$ cat config.mk
export PLATFORM = sky130hd
export DESIGN_NAME = ap_run_ctrl
export DESIGN_NICKNAME = d
export VERILOG_FILES = /design/src/rtl/ap_run_ctrl.sv
export SDC_FILE = /design/constraint.sdc
export NUM_CORES = 1
export LEC_CHECK = 0
export ABC_AREA = 1
export BUFFER_PORTS_ARGS = -buffer_cell sky130_fd_sc_hd__buf_2
export CAP_MARGIN = 0
export CORE_MARGIN = 3
export CORE_UTILIZATION = 39
export DETAILED_ROUTE_END_ITERATION = 8
export PLACE_DENSITY = 0.6
export SYNTH_ARGS = -nofsm -noshare
export SYNTH_HDL_FRONTEND = slang
export SYNTH_SLANG_ARGS = --single-unit
$ cat constraint.sdc
create_clock -name ap_clk -period 5.1 [get_ports ap_clk]
set_clock_uncertainty 0.2 [all_clocks]
set_input_delay 0.255 -clock ap_clk [delete_from_list [all_inputs] [get_ports ap_clk]]
set_output_delay 0.255 -clock ap_clk [all_outputs]
set_load 0.005 [all_outputs]
$ cat src/rtl/ap_run_ctrl.sv
// ap_run_ctrl: sequences a batch of runs on an HLS core (ap_ctrl_hs) and times them.
// Build macro AP_RUN_CTRL_TIMEOUT_EN compiles in the WAIT-state timeout/abort.
module ap_run_ctrl #(
  parameter int          RUN_W   = 8,
  parameter int          CYC_W   = 32,
  parameter int unsigned TMO_CYC = 4096
) (
  input  logic             ap_clk,
  input  logic             ap_rst_n,
  input  logic             cmd_start,
  input  logic [RUN_W-1:0] cmd_runs,
  output logic             busy,
  output logic             batch_done,
  output logic             ap_start,
  input  logic             ap_ready,
  input  logic             ap_done,
  input  logic             ap_idle,
  output logic [RUN_W-1:0] run_idx,
  output logic [CYC_W-1:0] cyc_last,
  output logic [CYC_W-1:0] cyc_total,
  output logic             tmo_err
);

  typedef enum logic [2:0] {
    IDLE,
    PRE,
    START,
    WAIT,
    FIN
  } state_t;

  localparam logic [CYC_W-1:0] TMO_V = CYC_W'(TMO_CYC);

  state_t           state;
  logic [RUN_W-1:0] runs_q;
  logic [CYC_W-1:0] cnt;

  logic [CYC_W:0]   sum_w;
  logic [CYC_W-1:0] sum_sat;
  logic [CYC_W-1:0] cnt_nxt;
  logic             last_run;
  logic             run_end;
  logic             tmo_hit;

  assign sum_w   = {1'b0, cyc_total} + {1'b0, cnt};
  assign sum_sat = sum_w[CYC_W] ? '1 : sum_w[CYC_W-1:0];
  assign cnt_nxt = (&cnt) ? cnt : cnt + CYC_W'(1);

  assign last_run =
    ({1'b0, run_idx} + (RUN_W+1)'(1)) == {1'b0, runs_q};

  assign run_end =
    ((state == START) && ap_ready && ap_done) ||
    ((state == WAIT) && ap_done);

`ifdef AP_RUN_CTRL_TIMEOUT_EN
  // cnt already includes the current cycle, so the hit lands on cycle TMO_CYC
  assign tmo_hit = (state == WAIT) && !ap_done && (cnt >= TMO_V);
`else
  assign tmo_hit = 1'b0;
`endif

  // batch sequencer with registered outputs and run-cycle accounting
  always_ff @(posedge ap_clk or negedge ap_rst_n) begin
    if (!ap_rst_n) begin
      state      <= IDLE;
      runs_q     <= '0;
      cnt        <= '0;
      busy       <= 1'b0;
      batch_done <= 1'b0;
      ap_start   <= 1'b0;
      run_idx    <= '0;
      cyc_last   <= '0;
      cyc_total  <= '0;
      tmo_err    <= 1'b0;
    end else begin
      batch_done <= 1'b0;
      unique case (state)
        IDLE: begin
          if (cmd_start) begin
            busy      <= 1'b1;
            runs_q    <= cmd_runs;
            run_idx   <= '0;
            cyc_total <= '0;
            tmo_err   <= 1'b0;
            if (cmd_runs == '0) begin
              state      <= FIN;
              batch_done <= 1'b1;
            end else begin
              state <= PRE;
            end
          end
        end
        PRE: begin
          if (ap_idle) begin
            state    <= START;
            ap_start <= 1'b1;
            cnt      <= CYC_W'(1);
          end
        end
        START, WAIT: begin
          if (run_end) begin
            ap_start  <= 1'b0;
            cyc_last  <= cnt;
            cyc_total <= sum_sat;
            if (last_run) begin
              state      <= FIN;
              batch_done <= 1'b1;
            end else begin
              state   <= PRE;
              run_idx <= run_idx + RUN_W'(1);
            end
          end else if (tmo_hit) begin
            tmo_err    <= 1'b1;
            cyc_last   <= TMO_V;
            cyc_total  <= sum_sat;
            state      <= FIN;
            batch_done <= 1'b1;
          end else begin
            cnt <= cnt_nxt;
            if ((state == START) && ap_ready) begin
              ap_start <= 1'b0;
              state    <= WAIT;
            end
          end
        end
        FIN: begin
          busy  <= 1'b0;
          state <= IDLE;
        end
        default: state <= IDLE;
      endcase
    end
  end

endmodule

==> run_results.csv, run 1 <==
group,metric,value,unit
logic_synthesis,synthFlopType,"dfrtp_1",
final_layout,fillers,2063,
logic_synthesis,yosys_warnings,0,
floorplan,core_area,19800,µm²
logic_synthesis,syn_inst,1158,
route,drc,0,
sta,setup_viol,0,
logic_synthesis,synth-seq-area-share,37.0,%
final_layout,diodes,0,
sta,fmax,314,MHz
placed_design,io_buffers,88,
route,postRouteAntennaNets,0,
route,viasPerCell,5.09,
placed_design,dpl.hpwl,18100,µm
global_routing,grt_usage,21.8,%
clock_tree,post_cts_buffers,0,
route,vias,7777,
setup_path,critPathLaunchType,"register",
floorplan,ios,90,
placed_design,place.gp.congestion,0.927,
placed_design,place_area,8640,µm²
global_routing,grt_max_degree,70,
route,drt-initial-drc-count,521,
setup_path,ff2ff_path_depth,11,
logic_synthesis,synth_cell_types,39,
setup_path,crit_required,5.20,ns
logic_synthesis,ys_async_sr_fraction,100,%
clock_tree,clock-root-buffer,"clkbuf_16",
sta,post-route-period-util,62.4,%
sta,slew_headroom,28.7,%
clock_tree,postCtsHoldBufs,10,
global_routing,antenna_found_initial,0,
setup_path,critPathCaptureType,"register",
sta,rsz0062_at_grt,"false",
sta,fin_tns_setup,0,ns
floorplan,initial_utilization,40.4,%
global_routing,overflow,0,
floorplan,rows,51,
logic_synthesis,ys_seq_elements,118,
setup_path,r2r_slack,1.92,ns
sta,hold_viol_final,0,
logic_synthesis,synth_edf_count,0,
route,drt_wl_total,23700,µm
final_layout,drive_gt1_share,12.9,%
route,wl_per_cell,15.5,µm
clock_tree,cts_sinks,118,
final_layout,fin_area,9340,µm²
logic_synthesis,mappedNetlistArea,7980,µm²
sta,drv_slew,0,
final_layout,area_delta_synth_final,17.0,%
power,ir_worst_vdd,0.000411,V
clock_tree,cts_tree,"yes",
route,dr.pass1.iters,5,
final_layout,finalNetCount,1300,
worst_hold_path,hold_depth,5,
sta,worst_pin_slew,1.07,ns
power,pwr_density_cell,335,nW/µm²
clock_tree,cts_buffer_depth,2,
global_routing,grt_pass1_wl,38500,µm
setup_path,cp_data_arrival_time,3.28,ns
final_layout,final_common_cell,"nand2_1",
clock_tree,clk_pin_slew_worst_paths,0.06,ns
global_routing,grt_pass1_vias,7367,
setup_path,crit_type,"register to register",
logic_synthesis,synth_nets,1207,
power,total_leakage_power,4.80,nW
logic_synthesis,avgSynthCellArea,6.89,µm²
floorplan,die_x,149,µm
final_layout,final_cell_mix,"nand2_1 (389), inv_1 (120), dfrtp_1 (118), nor2_1 (93), buf_2 (87)",
clock_tree,numCtsBuffers,17,
final_layout,fin_util,47.2,%
clock_tree,cts_max_level,4,
floorplan,fp.dieH,149,µm
worst_hold_path,hold_path.class,"primary input to register",
run_status,status,"finished clean",
flow_run,cap_violations,0,
setup_path,cp_max_fo,36,
clock_tree,clk_latency,0.42,ns
floorplan,die_area,22200,µm²
sta,final.min_clock_period,3.18,ns
clock_tree,cts_resized,0,
## routing by layer
| layer | GRT usage (%) | up-vias | part of all wire (%) |
|---|---|---|---|
| met2 | 34.6 | 210 | 45 |
| met1 | 30.3 | 3541 | 48 |
| met5 | 0 | - | 0 |
| li1 | - | 3984 | - |
| met4 | 7.32 | 0 | 2.3 |
| met3 | 3.77 | 42 | 5.2 |
## stage by stage
| step | power [mW] | hold slack (ns) | worst slack (ns) | instances |
|---|---|---|---|---|
| floorplan | 1.72 | -0.241 | 2.78 | 1158 |
| global placement | 1.92 | 0.253 | 2.07 | 1487 |
| detailed placement | 1.92 | 0.255 | 1.94 | 1487 |
| CTS | 3.17 | 0.0830 | 1.93 | 1529 |
| global route | 3.34 | 0.149 | 1.60 | 1529 |
| finish | 3.13 | 0.107 | 1.92 | 1529 |
## synthesized netlist by cell type (4+ instances only)
cell type	n	area share (%)
nand2_1	389	18
inv_1	120	5.6
dfrtp_1	118	37
nor2_1	93	4.4
nand3_1	74	4.6
o21ai_0	73	4.6
a21oi_1	42	2.6
ha_1	34	5.3
nand4_1	33	2.6
o21ai_1	33	2.1
xor2_1	27	3.0
nor3_1	21	1.3
clkbuf_1	11	0.52
inv_2	11	0.52
o31ai_1	11	1.0
buf_2	9	0.56
nor4_1	7	0.55
nor2_2	6	0.47
buf_4	4	0.38
nand3_2	4	0.50
## power by group
group	switching (mW)	total, mW	internal [mW]
registers	0.0844	1.11	1.02
logic	0.594	0.805	0.210
clock network	0.489	1.22	0.730
## final cells by class
type | instances | area, µm² | share of cell area, %
inverters | 131 | 492 | 5.27
repair buffers | 102 | 573 | 6.14
multi-input cells | 881 | 4390 | 47.0
clock inverters | 15 | 171 | 1.84
flip-flops and latches | 118 | 2950 | 31.6
clock buffers | 17 | 425 | 4.56
well taps | 265 | 332 | 3.55
## path summary, 6_finish.rpt
path | from | endpoint
min in group asynchronous | ap_rst_n | cyc_total[24]
worst max register to register | cnt[1] | cnt[4]
max in group asynchronous | ap_rst_n | cyc_last[0]
worst min register to register | cyc_last[28] | cyc_last[28]
worst max-delay path | cnt[1] | cnt[4]
worst min-delay path | cmd_start | runs_q[3]
## cell families (layout without fill, tap and decap cells)
kind of cell / Yosys count / after routing / synth area share (%)
flops: 118 / 118 / 37.0
compound gates: 174 / 174 / 11.9
simple gates: 642 / 642 / 34.3
xor+xnor: 29 / 29 / 3.18
other cells: 1 / 1 / 0.0470
fa+ha+maj: 35 / 35 / 5.58
buf+inv: 159 / 265 / 7.99
## critical path, stage by stage, from the launching register on
cell	delay [ns]
dfrtp_1	0.46
ha_1	0.30
nand3_1	0.15
inv_2	0.06
nand2_1	0.12
nor2_2	0.06
nand3_1	0.11
nand3_2	0.43
inv_2	0.66
nand2_1	0.31
nand2_1	0.15
a21oi_1	0.05
## flip-flops by register name, summed over array words and instances, names as in the netlist
register and count:
cnt 32, runs_q 8, busy 1, cyc_total 32, batch_done 1, run_idx 8, state 3, ap_start 1
cyc_last 32
No activity file was read; power rests on OpenSTA's default activity.
==> run 2, diff against run 1 <==
clock period = 3.1 ns   (was 5.1 ns; I/O delays follow)
==> run 2 against run 1 <==
Against the previous run:
- clock-buffer cell count is 1 higher
- clock power is 55% higher
- largest power group unchanged
- combinational power is 71% higher
- fmax is 15% higher
- cell count is 0.46% higher
- core utilization is 0.13 points higher
- first-iteration DRC count is 15% higher
- register-to-register slack worse by 1.6 ns
==> run_results.csv, run 2 (synthesized netlist as in run 1, its figures left out) <==
group,metric,value,unit
floorplan,fp.dieH,149,µm
final_layout,final_cell_mix,"nand2_1 (389), inv_1 (120), dfrtp_1 (118), nor2_1 (93), buf_2 (87)",
route,wl_met3,1260,µm
global_routing,grt_max_degree,63,
clock_tree,numCtsBuffers,17,
floorplan,rows,51,
sta,slew_headroom,51.7,%
clock_tree,post_cts_buffers,0,
placed_design,dpl.hpwl,18400,µm
sta,post-route-period-util,89.3,%
sta,worst_pin_slew,0.725,ns
setup_path,cp_max_fo,19,
setup_path,crit_required,3.20,ns
route,viasPerCell,5.11,
power,power,5.10,mW
clock_tree,clk_latency,0.43,ns
sta,fin_tns_setup,0,ns
setup_path,crit_buf_inv,0,
clock_tree,cts_max_level,4,
route,wl_per_cell,15.7,µm
sta,fmax,361,MHz
sta,rsz0062_at_grt,"false",
route,top_layer,"met4",
clock_tree,clock-root-buffer,"clkbuf_16",
global_routing,antenna_found_initial,0,
route,dr.pass1.iters,6,
placed_design,io_buffers,88,
global_routing,grt_pass1_wl,39400,µm
setup_path,r2r_slack,0.33,ns
route,drt_wl_total,24200,µm
route,postRouteAntennaNets,0,
clock_tree,cts_tree,"yes",
final_layout,finalNetCount,1307,
route,m1WireLength,11600,µm
setup_path,cp_data_arrival_time,2.87,ns
clock_tree,cts_resized,0,
placed_design,place_ws,0.344,ns
route,drt-initial-drc-count,599,
setup_path,cp_top_family,"simple AND/OR/NAND/NOR gates",
sta,final.min_clock_period,2.77,ns
clock_tree,cts_sinks,118,
route,wl_met2,10900,µm
sta,setup_viol,0,
setup_path,critPathLaunchType,"register",
final_layout,fillers,2034,
clock_tree,cts_buffer_depth,2,
setup_path,crit_type,"register to register",
final_layout,drive_gt1_share,13.3,%
final_layout,register_area,2950,µm²
final_layout,multi_input_area,4390,µm²
power,ir_worst_vdd,0.000570,V
route,vias,7855,
floorplan,ios,90,
worst_hold_path,hold_path.class,"primary input to register",
run_status,status,"finished clean",
final_layout,final_common_cell,"nand2_1",
floorplan,die_area,22200,µm²
sta,drv_slew,0,
setup_path,critPathSlowestCell,"dfrtp_1",
setup_path,critPathCaptureType,"register",
setup_path,cpMostUsedCell,"nand2_1",
final_layout,top_regs,"cnt (32), cyc_last (32), cyc_total (32)",
global_routing,grt_pass1_vias,7445,
flow_run,cap_violations,0,
floorplan,initial_utilization,40.4,%
final_layout,diodes,0,
global_routing,grt_usage,22.5,%
power,total_leakage_power,4.82,nW
floorplan,die_x,149,µm
route,drc,0,
floorplan,core_area,19800,µm²
clock_tree,clk_pin_slew_worst_paths,0.06,ns
global_routing,overflow,0,
setup_path,crit_path_cell_trace,"ha_1 > fa_1 > nand2_1 > o21ai_2 > nand2_1 > nand2_2 > nand2_1 > nand2_2 > nand2_1 > nand3_2 > o21ai_0 > nand2_1",
setup_path,critPathMaxStageDelay,0.44,ns
power,pwr_density_cell,545,nW/µm²
sta,hold_viol_final,0,
final_layout,area_delta_synth_final,17.3,%
sta,layout_setup_ws,0.331,ns
placed_design,place.gp.congestion,0.929,
[run 2: area by class of cell]
cell class,count,area share (%)
clock buffers,18,4.58
clock inverters,14,1.36
inverters,131,5.25
multi-input cells,881,46.9
flip-flops and latches,118,31.5
well taps,265,3.54
repair buffers,109,6.82
[run 2: report_power, final]
group	total [mW]	switching (mW)	internal [mW]	leakage, nW
Clock	1.89	0.788	1.11	0.263
Combinational	1.38	1.00	0.379	2.94
Sequential	1.82	0.141	1.68	1.62
[run 2: worst min-delay path: stages]
cell     delay, ns
buf_2         0.10
inv_1         0.04
nor2_1        0.04
buf_4         0.16
nand2_1       0.06
nand2_1       0.04
[run 2: routing by layer]
metal  vias to the layer above  GRT usage (%)
li1                       3990              -
met1                      3626           31.2
met2                       214           36.3
met3                        25           4.44
met4                         0           5.58
met5                         -              0
[run 2: through the flow]
stage | hold slack, ns | cells | cell area [µm²] | utilization [%]
finish | 0.00757 | 1536 | 9360 | 47.3
global route | 0.0363 | 1536 | 9360 | 47.3
CTS | 0.000242 | 1536 | 9360 | 47.3
detailed placement | 0.0588 | 1494 | 8710 | 44.0
global placement | 0.0581 | 1494 | 8710 | 44.0
floorplan | -0.341 | 1158 | 7980 | -
[run 2: final timing paths]
path	endpoint	cells after the start	start
worst min register to register	cyc_last[19]	2	cyc_last[19]
worst max-delay path	cyc_total[0]	12	cnt[0]
max in group asynchronous	cyc_total[0]	3	ap_rst_n
min in group asynchronous	cyc_total[26]	2	ap_rst_n
worst min-delay path	runs_q[2]	6	cmd_start
worst max register to register	cyc_total[0]	12	cnt[0]
[run 2: repair_timing]
item / 4_1_cts / 5_1_grt
hold buffers: 10 / 0
hold endpoints to repair: 63 / 0
endpoints found under the setup margin: 0 / 0
==> run 3, diff against run 2 <==
PLACE_DENSITY = not set   (was 0.6)
PLACE_DENSITY_LB_ADDON = 0.15   (was not set)
==> run 3 against run 2 <==
Against the previous run:
- non-clock buffer count up 6
- critical endpoint is now cyc_total[9]
- hold slack improved by 0.016 ns
- die area is the same
- routed wire length decreased by 0.63%
- sequential power hardly changed
- largest cell class unchanged
- largest power group unchanged
- combinational power about the same
- clock-buffer cell count down 1
- sequential share of layout area down 0.18 points
==> run_results.csv, run 3 (synthesized netlist as in run 1, its figures left out) <==
group,metric,value,unit
power,total_leakage_power,4.85,nW
power,pwr_density_cell,547,nW/µm²
clock_tree,clk_pin_slew_worst_paths,0.06,ns
final_layout,drive_gt1_share,13.5,%
sta,rsz0062_at_grt,"false",
worst_hold_path,hold_path.class,"primary input to register",
placed_design,place.gp.congestion,0.914,
sta,fmax,358,MHz
placed_design,io_buffers,88,
final_layout,fillers,2061,
placed_design,dpl.hpwl,18400,µm
setup_path,cp_data_arrival_time,2.90,ns
global_routing,grt_pass1_wl,38600,µm
clock_tree,clock-root-buffer,"clkbuf_16",
sta,slew_headroom,42.5,%
route,drt-initial-drc-count,546,
sta,post-route-period-util,90.0,%
clock_tree,numCtsBuffers,17,
final_layout,layoutNonFillerInstCount,1542,
global_routing,use_met2,35.2,%
clock_tree,cts_tree,"yes",
sta,layout_setup_ws,0.309,ns
sta,final.min_clock_period,2.79,ns
global_routing,grt_max_degree,62,
setup_path,crit_type,"register to register",
placed_design,placed_cells,1497,
global_routing,overflow,0,
global_routing,grt_pass1_vias,7201,
floorplan,initial_utilization,40.4,%
power,ir_worst_vdd,0.000601,V
floorplan,ios,90,
route,viasPerCell,5.03,
sta,fin_tns_setup,0,ns
sta,setup_viol,0,
placed_design,place_ws,0.300,ns
route,postRouteAntennaNets,0,
floorplan,die_area,22200,µm²
setup_path,cp_max_fo,19,
global_routing,grt_util_met3,3.65,%
floorplan,core_area,19800,µm²
setup_path,critPathLaunchType,"register",
clock_tree,cts_resized,0,
sta,hold_viol_final,0,
route,drt_wl_total,24000,µm
final_layout,area_delta_synth_final,17.9,%
final_layout,final_cell_mix,"nand2_1 (389), inv_1 (120), dfrtp_1 (118), nor2_1 (93), buf_2 (87)",
floorplan,rows,51,
final_layout,finalNetCount,1313,
setup_path,critPathCaptureType,"register",
route,wl_per_cell,15.6,µm
global_routing,antenna_found_initial,0,
route,vias,7761,
global_routing,top_usage_layer,"met2",
global_routing,met1_usage,31.2,%
floorplan,die_x,149,µm
global_routing,grt_usage,22.1,%
clock_tree,cts_max_level,4,
flow_run,cap_violations,0,
clock_tree,cts_sinks,118,
run_status,status,"finished clean",
clock_tree,clk_latency,0.43,ns
sta,worst_pin_slew,0.861,ns
final_layout,final_common_cell,"nand2_1",
route,dr.pass1.iters,5,
setup_path,r2r_slack,0.31,ns
final_layout,top_regs,"cnt (32), cyc_last (32), cyc_total (32)",
final_layout,diodes,0,
clock_tree,cts_buffer_depth,2,
sta,drv_slew,0,
power,power,5.15,mW
floorplan,fp.dieH,149,µm
setup_path,crit_required,3.20,ns
route,drc,0,
==> run 3: cell count changes in the layout (fill, tap and decap cells not counted), sizes merged <==
| cell | previous run | this run |
|---|---|---|
| buf | 99 | 102 |
| clkbuf | 18 | 17 |
| clkinv | 5 | 4 |
| clkinvlp | 4 | 3 |
| dlygate4sd3 | 10 | 13 |
| inv | 135 | 138 |
==> run 3: power by group <==
part	switching [mW]	total (mW)	leakage, nW	internal (mW)
Sequential	0.137	1.82	1.62	1.68
Combinational	1.00	1.39	2.96	0.390
Clock	0.817	1.94	0.273	1.12
==> run 3: path summary, 6_finish.rpt <==
path | start | end | cells past startpoint
setup / recovery | cnt[0] | cyc_total[9] | 12
hold / removal | ap_done | state[2] | 5
setup reg to reg | cnt[0] | cyc_total[9] | 12
hold reg to reg | cyc_last[20] | cyc_last[20] | 2
max in group asynchronous | ap_rst_n | run_idx[1] | 3
min in group asynchronous | ap_rst_n | cyc_total[28] | 2
==> run 3: worst max-delay path, stage by stage (launching register included) <==
cell     delay (ns)
dfrtp_1        0.44
ha_1           0.25
fa_1           0.45
nand2_1        0.12
o21ai_2        0.10
nand2_1        0.09
nand2_2        0.07
nand2_1        0.08
nand2_2        0.09
nand2_1        0.10
nand3_2        0.31
o21ai_0        0.31
nand2_1        0.07
==> run 3: layer usage <==
layer	vias up	share of wire (%)
met5	-	0
met4	0	1.5
met3	24	5.0
met2	215	45
met1	3517	49
li1	4005	-
==> run 3: what timing repair did <==
action	CTS	global route
hold buffers	13	0
endpoints found under the hold margin	54	0
setup buffers	0	0
==> run 3: stage by stage <==
stage / area (µm²) / hold WS [ns] / util (%)
floorplan: 7980 / -0.341 / -
global placement: 8720 / 0.00807 / 44.1
detailed placement: 8720 / 0.0111 / 44.1
CTS: 9420 / 0.0209 / 47.6
global route: 9420 / 0.0779 / 47.6
finish: 9420 / 0.0236 / 47.6
==> run 3: layout make-up <==
class / instances / area, µm² / area share [%]
multi-input cells: 881 / 4390 / 46.6
clock buffers: 17 / 425 / 4.52
repair buffers: 115 / 678 / 7.20
clock inverters: 15 / 144 / 1.53
flip-flops and latches: 118 / 2950 / 31.4
well taps: 265 / 332 / 3.52
inverters: 131 / 492 / 5.22
